`config.mk`:
```
export PLATFORM = sky130hd
export DESIGN_NAME = rv_skid_stage
export DESIGN_NICKNAME = d
export VERILOG_FILES = /design/src/rtl/rv_skid_stage.sv
export SDC_FILE = /design/constraint.sdc
export NUM_CORES = 1
export LEC_CHECK = 0
export CAP_MARGIN = 30
export CORE_MARGIN = 5
export CORE_UTILIZATION = 50
export DETAILED_ROUTE_END_ITERATION = 10
export PLACE_DENSITY = 0.82
export REMOVE_ABC_BUFFERS = 1
export SETUP_SLACK_MARGIN = 0.1
export SLEW_MARGIN = 20
export SYNTH_ARGS = -nofsm -noshare
export SYNTH_HDL_FRONTEND = slang
export SYNTH_SLANG_ARGS = --single-unit
```
`constraint.sdc`:
```
create_clock -name clk -period 2.65 [get_ports clk]
set_input_delay 0.53 -clock clk [delete_from_list [all_inputs] [get_ports clk]]
set_output_delay 0.53 -clock clk [all_outputs]
set_load 0.05 [all_outputs]
```
`src/rtl/rv_skid_stage.sv`:
```
// rv_skid_stage: two-entry valid/ready skid buffer; every output is decoded from state flops.
// Latency: din accepted on edge N is on dout after edge N; sustains one transfer per cycle.
// Backpressure: in_ready drops only when both entries are held; the skid reg absorbs one stalled beat.
module rv_skid_stage #(
  parameter int WIDTH = 33
) (
  input  logic             clk,
  input  logic             rst_l,
  input  logic             flush,
  input  logic             in_valid,
  output logic             in_ready,
  input  logic [WIDTH-1:0] din,
  output logic             out_valid,
  input  logic             out_ready,
  output logic [WIDTH-1:0] dout,
  output logic [1:0]       count
);

  // State encoding doubles as the held-entry count.
  localparam logic [1:0] ST_EMPTY = 2'd0;
  localparam logic [1:0] ST_BUSY  = 2'd1;
  localparam logic [1:0] ST_FULL  = 2'd2;

  logic [1:0]       state_q;
  logic [1:0]       state_d;
  logic [WIDTH-1:0] main_q;
  logic [WIDTH-1:0] skid_q;
  logic             in_fire;
  logic             out_fire;
  logic             load_main_din;
  logic             load_main_skid;
  logic             load_skid;

  assign in_fire  = in_valid & in_ready;
  assign out_fire = out_valid & out_ready;

  // State register.
  always_ff @(posedge clk or negedge rst_l) begin
    if (!rst_l) begin
      state_q <= ST_EMPTY;
    end else begin
      state_q <= state_d;
    end
  end

  // Next-state decode plus the datapath load enables that go with each transition.
  always_comb begin
    state_d        = state_q;
    load_main_din  = 1'b0;
    load_main_skid = 1'b0;
    load_skid      = 1'b0;
    case (state_q)
      ST_EMPTY: begin
        if (in_fire) begin
          state_d       = ST_BUSY;
          load_main_din = 1'b1;
        end
      end
      ST_BUSY: begin
        if (in_fire && !out_fire) begin
          state_d   = ST_FULL;
          load_skid = 1'b1;
        end else if (!in_fire && out_fire) begin
          state_d = ST_EMPTY;
        end else if (in_fire && out_fire) begin
          load_main_din = 1'b1;
        end
      end
      ST_FULL: begin
        // in_ready is low here, so only the consumer side can move.
        if (out_fire) begin
          state_d        = ST_BUSY;
          load_main_skid = 1'b1;
        end
      end
      default: state_d = ST_EMPTY;
    endcase
    // Flush wins over everything; any beat accepted this cycle is dropped.
    if (flush) begin
      state_d = ST_EMPTY;
    end
  end

  // Output decode: purely from flops so nothing combinational reaches the ports from inputs.
  always_comb begin
    out_valid = (state_q != ST_EMPTY);
    in_ready  = (state_q != ST_FULL);
    count     = state_q;
    dout      = main_q;
  end

  // Payload registers; contents are left alone on flush since out_valid masks them.
  always_ff @(posedge clk or negedge rst_l) begin
    if (!rst_l) begin
      main_q <= '0;
      skid_q <= '0;
    end else if (!flush) begin
      if (load_main_din) begin
        main_q <= din;
      end else if (load_main_skid) begin
        main_q <= skid_q;
      end
      if (load_skid) begin
        skid_q <= din;
      end
    end
  end

  // Structural invariants of the two-entry buffer.
  a_count_legal: assert property (@(posedge clk) disable iff (!rst_l) count != 2'd3);
  a_ready_full:  assert property (@(posedge clk) disable iff (!rst_l) !in_ready |-> (state_q == ST_FULL));
  a_valid_count: assert property (@(posedge clk) disable iff (!rst_l) out_valid |-> (count != 2'd0));

endmodule

```
Yosys cells after proc, flatten, opt, wreduce, memory -nomap -nowiden
Cells that the tools add are included.

Memory bits (read-only): 0. Output and inout bits: 37. Bits in latches: 0. Register bits: 68. Memories kept: 0. Bits of input ports: 38. RAM bits: 0.

Order comparisons: 0. Reduce and logical (&&, ||, !) cells: 11. Multipliers: 0. Equal/unequal tests: 6. Bitwise operators: 3. Multiplexer cells: 17. Shift-type cells: 0. Div/mod/pow operators: 0. Add/subtract/negate cells: 0.

Operators by type and width (number): $mux 33 (2); $mux 2 (5); $mux 1 (8); $ne 3x3->1 const B (2); $pmux 2 s3 (1); $ne 4x4->1 const B (1); $reduce_and 2->1 (2); $reduce_bool 2->1 (2); $logic_and 1x1->1 (3); $reduce_and 3->1 (1); $and 1x1->1 (2); $eq 2x1->1 const B (1); $eq 2x2->1 const B (1); $logic_not 1->1 (2); $logic_not 2->1 (1); $ne 2x2->1 const B (1); $pmux 1 s2 (1); $not 1->1 (1).

Depth between registers and ports, before layout
Depth in word-level cells: 9. Mapped depth: 5.

Worst setup path before layout
OpenSTA, ideal clock, no wires.

Path kind: reg2reg. Start: register state_q[1], in the netlist count[1]. End: register skid_q[4]. Cell stages (with the launch flop): 5. Arrival: 1.742 ns. Data required time: 2.525 ns. Slack: 0.783 ns. Period minus slack after synthesis: 1.867 ns. Path through: dfrtp_1 -> nand2b_2 -> nor3_4 -> buf_6 -> mux2_2.

Longest elaborated chain between the ends: 7.

RTL lines: start: declaration (RTL line 24) `logic [1:0] state_q;`; start signal: assignment (RTL line 42) `state_q <= state_d;`; $reduce_bool 2->1 (RTL line 86) `out_valid = (state_q != ST_EMPTY);`; $and 1x1->1 (RTL line 35) `assign out_fire = out_valid & out_ready;`; $logic_not 1->1 (RTL line 60) `if (in_fire && !out_fire) begin`; $logic_and 1x1->1 (RTL line 60); $mux 1 (RTL line 60); $mux 1 (*) (RTL line 52) `case (state_q)`; $reduce_and 2->1 (no line) (*); end signal: assignment (RTL line 104) `skid_q <= din;`; end: declaration (RTL line 27) `logic [WIDTH-1:0] skid_q;`.

Mark *: on every way between the ends. The rest lies on a longest branch, timed or not. A chain may end at the register's enable or synchronous reset.

Worst setup path in the final report
Start: register state_q[1], in the netlist count[1]. End: output out_valid.

Longest elaborated chain between the ends: 1.

RTL lines: $reduce_bool 2->1 (RTL line 86); end: declaration (RTL line 13) `output logic out_valid,`.

Every way passes these cells.

==> results.sh <==
export IMPL_slew_headroom=0.523
export IMPL_cts_hold_fix_buffers=0
export IMPL_yosysSeqAreaShare=0.542
export IMPL_path_class="reg -> out"
export IMPL_skew_ns=0.00750
export IMPL_finalCritPeriodShare=0.890
export IMPL_final_cell_area_um2=4150
export IMPL_crit_path_end_kind="output pin"
export IMPL_synth_cell_type_count=22
export IMPL_critPathLaunch="count[1]"
export IMPL_drv_cap=0
export IMPL_power_density_nw_per_um2=824
export IMPL_worstMarginPinSlew_ns=0.715
export IMPL_routed_via_density=6.02
export IMPL_drt_wl_total_um=7980
export IMPL_min_period_ns=2.36
export IMPL_synth_area_per_cell_um2=11.2
export IMPL_worst_endpoint_required_ns=2.12
export IMPL_clk_latency_ns=0.34
export IMPL_cts_repair_resized=0
export IMPL_p_int_uw=2210
export IMPL_cts_tree="done"
export IMPL_hold_slack_ns=0.203
export IMPL_grt_overflow_total=0
export IMPL_layout_drive_gt1_share=0.177
export IMPL_drtIter0Drc=209
export IMPL_grt_pass1_wl_um=13000
export IMPL_drc=0
export IMPL_ys_ff_latch=68
export IMPL_cts_path_max_buffers=2
export IMPL_postRouteAntennaNets=0
export IMPL_die_x_um=89.2
export IMPL_die_h_um=89.2
export IMPL_async_flop_share=1.00
export IMPL_leakagePower_uw=0.00165
export IMPL_status="finished clean"
export IMPL_cts_setup_buffers=0
export IMPL_placed_cell_area_um2=3970
export IMPL_n_antenna_cell=0
export IMPL_muxShareOfSynthArea=0.122
export IMPL_min_path_type="in -> async"
export IMPL_synth_edff_count=0
export IMPL_seqPwrFrac=0.418
export IMPL_seqCellArea_um2=1700
export IMPL_r2r_start="count[0]"
export IMPL_p_clk_frac=0.239
export IMPL_track_usage=0.212
export IMPL_nNetsFinal=389
export IMPL_grt_pass1_vias=2711
export IMPL_dieArea_um2=7960
export IMPL_synth_adder_area_share=0
export IMPL_gp_congestion=0.782
export IMPL_fmax_mhz=424
export IMPL_yosys_warnings=0
export IMPL_path_buf_inv=1
export IMPL_core_area_um2=6030
export IMPL_portBuffers=74
export IMPL_crit_arrival_ns=1.83
export IMPL_antenna_found_initial=0
export IMPL_cp_max_fo=8
export IMPL_peakVddDrop_v=0.000384
export IMPL_setup_viol=0
export IMPL_rows=28
export IMPL_dp_hpwl_um=5100
export IMPL_ys_flop_type="dfrtp_1"
export IMPL_area_delta_synth_final_pct=32.2
export IMPL_finalHoldViolations=0
export IMPL_cts_buffers_inserted=9
export IMPL_dr_pass1_iters=4
export IMPL_dr_total_vias=2587
export IMPL_htree_levels=3
export IMPL_avgRoutedWirePerCell_um=18.6
export IMPL_yosys_area_share_simple=0.0821
export IMPL_report_final_slew_viol_count=0
export IMPL_synth_top_family_by_area="compound AO/OA/AOI/OAI gates"
export IMPL_dr_wl_met2_um=4030
export IMPL_pin_count=75
export IMPL_critical_path_top_delay_family="buffers and inverters"
export IMPL_top_layer="met4"
export IMPL_pwr_share_comb=0.344
export IMPL_initial_utilization=0.521
export IMPL_synthXorXnorAreaFrac=0
export IMPL_slowest_stage="clkdlybuf4s50_1"
export IMPL_cpPeakStageDelay_ns=0.70
export IMPL_path_cells="or2_2 > clkdlybuf4s50_1"
export IMPL_syn_area_um2=3140
export IMPL_synthCells=281
export IMPL_cts_root_buffer="clkbuf_8"
export IMPL_path_clk_slew_ns=0.07
export IMPL_critPathLaunchType="flop"
export IMPL_cts_sinks=68
export IMPL_synth_compound_gate_area_share=0.206
export IMPL_rsz0062_at_grt="no"
export IMPL_wl_met3_um=570
export IMPL_grt_max_degree=44
export IMPL_multi_input_area_um2=1310
export IMPL_num_fill_cells=473
export IMPL_wl_met1_um=3310
export IMPL_sw_frac_of_total=0.353
export IMPL_power_switching_uw=1210
cells in the final DEF (no fill, tap or decap), types with 2 or more instances in the layout:
cell             instances
a211oi_1                34
a21o_1                   2
a31oi_1                 33
buf_4                   14
clkbuf_1                 3
clkbuf_8                10
clkdlybuf4s50_1         73
dfrtp_1                 68
mux2_1                   7
mux2_2                  27
nand2_1                  2
nand2b_1                 3
nand3_1                 33
nor2b_2                  2
o21ai_0                 33
power groups by stage:
| stage | logic [uW] | clock network (uW) | registers [uW] |
|---|---|---|---|
| floorplan | 361 | 0 | 1810 |
| global placement | 1160 | 0 | 1430 |
| detailed placement | 1180 | 0 | 1450 |
| CTS | 1180 | 826 | 1430 |
| global route | 1250 | 867 | 1460 |
| finish | 1180 | 816 | 1430 |
layer usage:
metal | vias to the layer above | track usage
li1 | 1210 | -
met1 | 1276 | 0.272
met2 | 91 | 0.356
met3 | 10 | 0.0387
met4 | 0 | 0.0866
met5 | - | 0
cell type report:
type                            count  area share
Clock inverter                      2     0.00844
Multi-Input combinational cell    183       0.316
Clock buffer                       13      0.0359
Sequential cell                    68       0.410
Tap cell                           75      0.0226
Timing Repair Buffer               89       0.207
worst paths after layout:
kind | to | slack [ns] | cells after the start
setup / recovery | out_valid | 0.29 | 2
hold / removal | dout[2] | 0.20 | 1
setup reg to reg | dout[7] | 0.84 | 4
hold reg to reg | skid_q[12] | 0.48 | 1
max in group asynchronous | skid_q[25] | 1.82 | 2
min in group clk | skid_q[12] | 0.48 | 1
stage by stage:
step                power [uW]   util  TNS, ns  setup slack, ns  cells
global placement          2590  0.658        0            0.428    415
CTS                       3440  0.689        0            0.271    430
finish                    3420  0.689        0            0.292    430
floorplan                 2170      -   -56.68            -1.51    251
global route              3580  0.689        0            0.229    430
detailed placement        2630  0.658        0            0.349    415
sequential cells by signal (all words and copies together), names as in the netlist:
signal  count
count       2
skid_q     33
dout       33
synthesized netlist by cell type (all sizes together), types with 2 or more instances:
cell	instances	area (um2)
clkbuf	13	48.8
mux2	34	383
nand2	2	7.51
buf	17	101
dfrtp	68	1700
nand2b	4	27.5
nor2b	2	12.5
a211oi	34	255
a21o	2	15.0
o21ai	33	165
nand3	33	165
a31oi	33	206
cells by family (layout without fill, tap and decap cells):
family	Yosys count	in the layout
buffers and inverters	30	104
and+or+nand+nor	46	46
DFF	68	68
muxes	34	34
AOI/OAI and AO/OA	103	103
(Power assumes the default switching activity.)
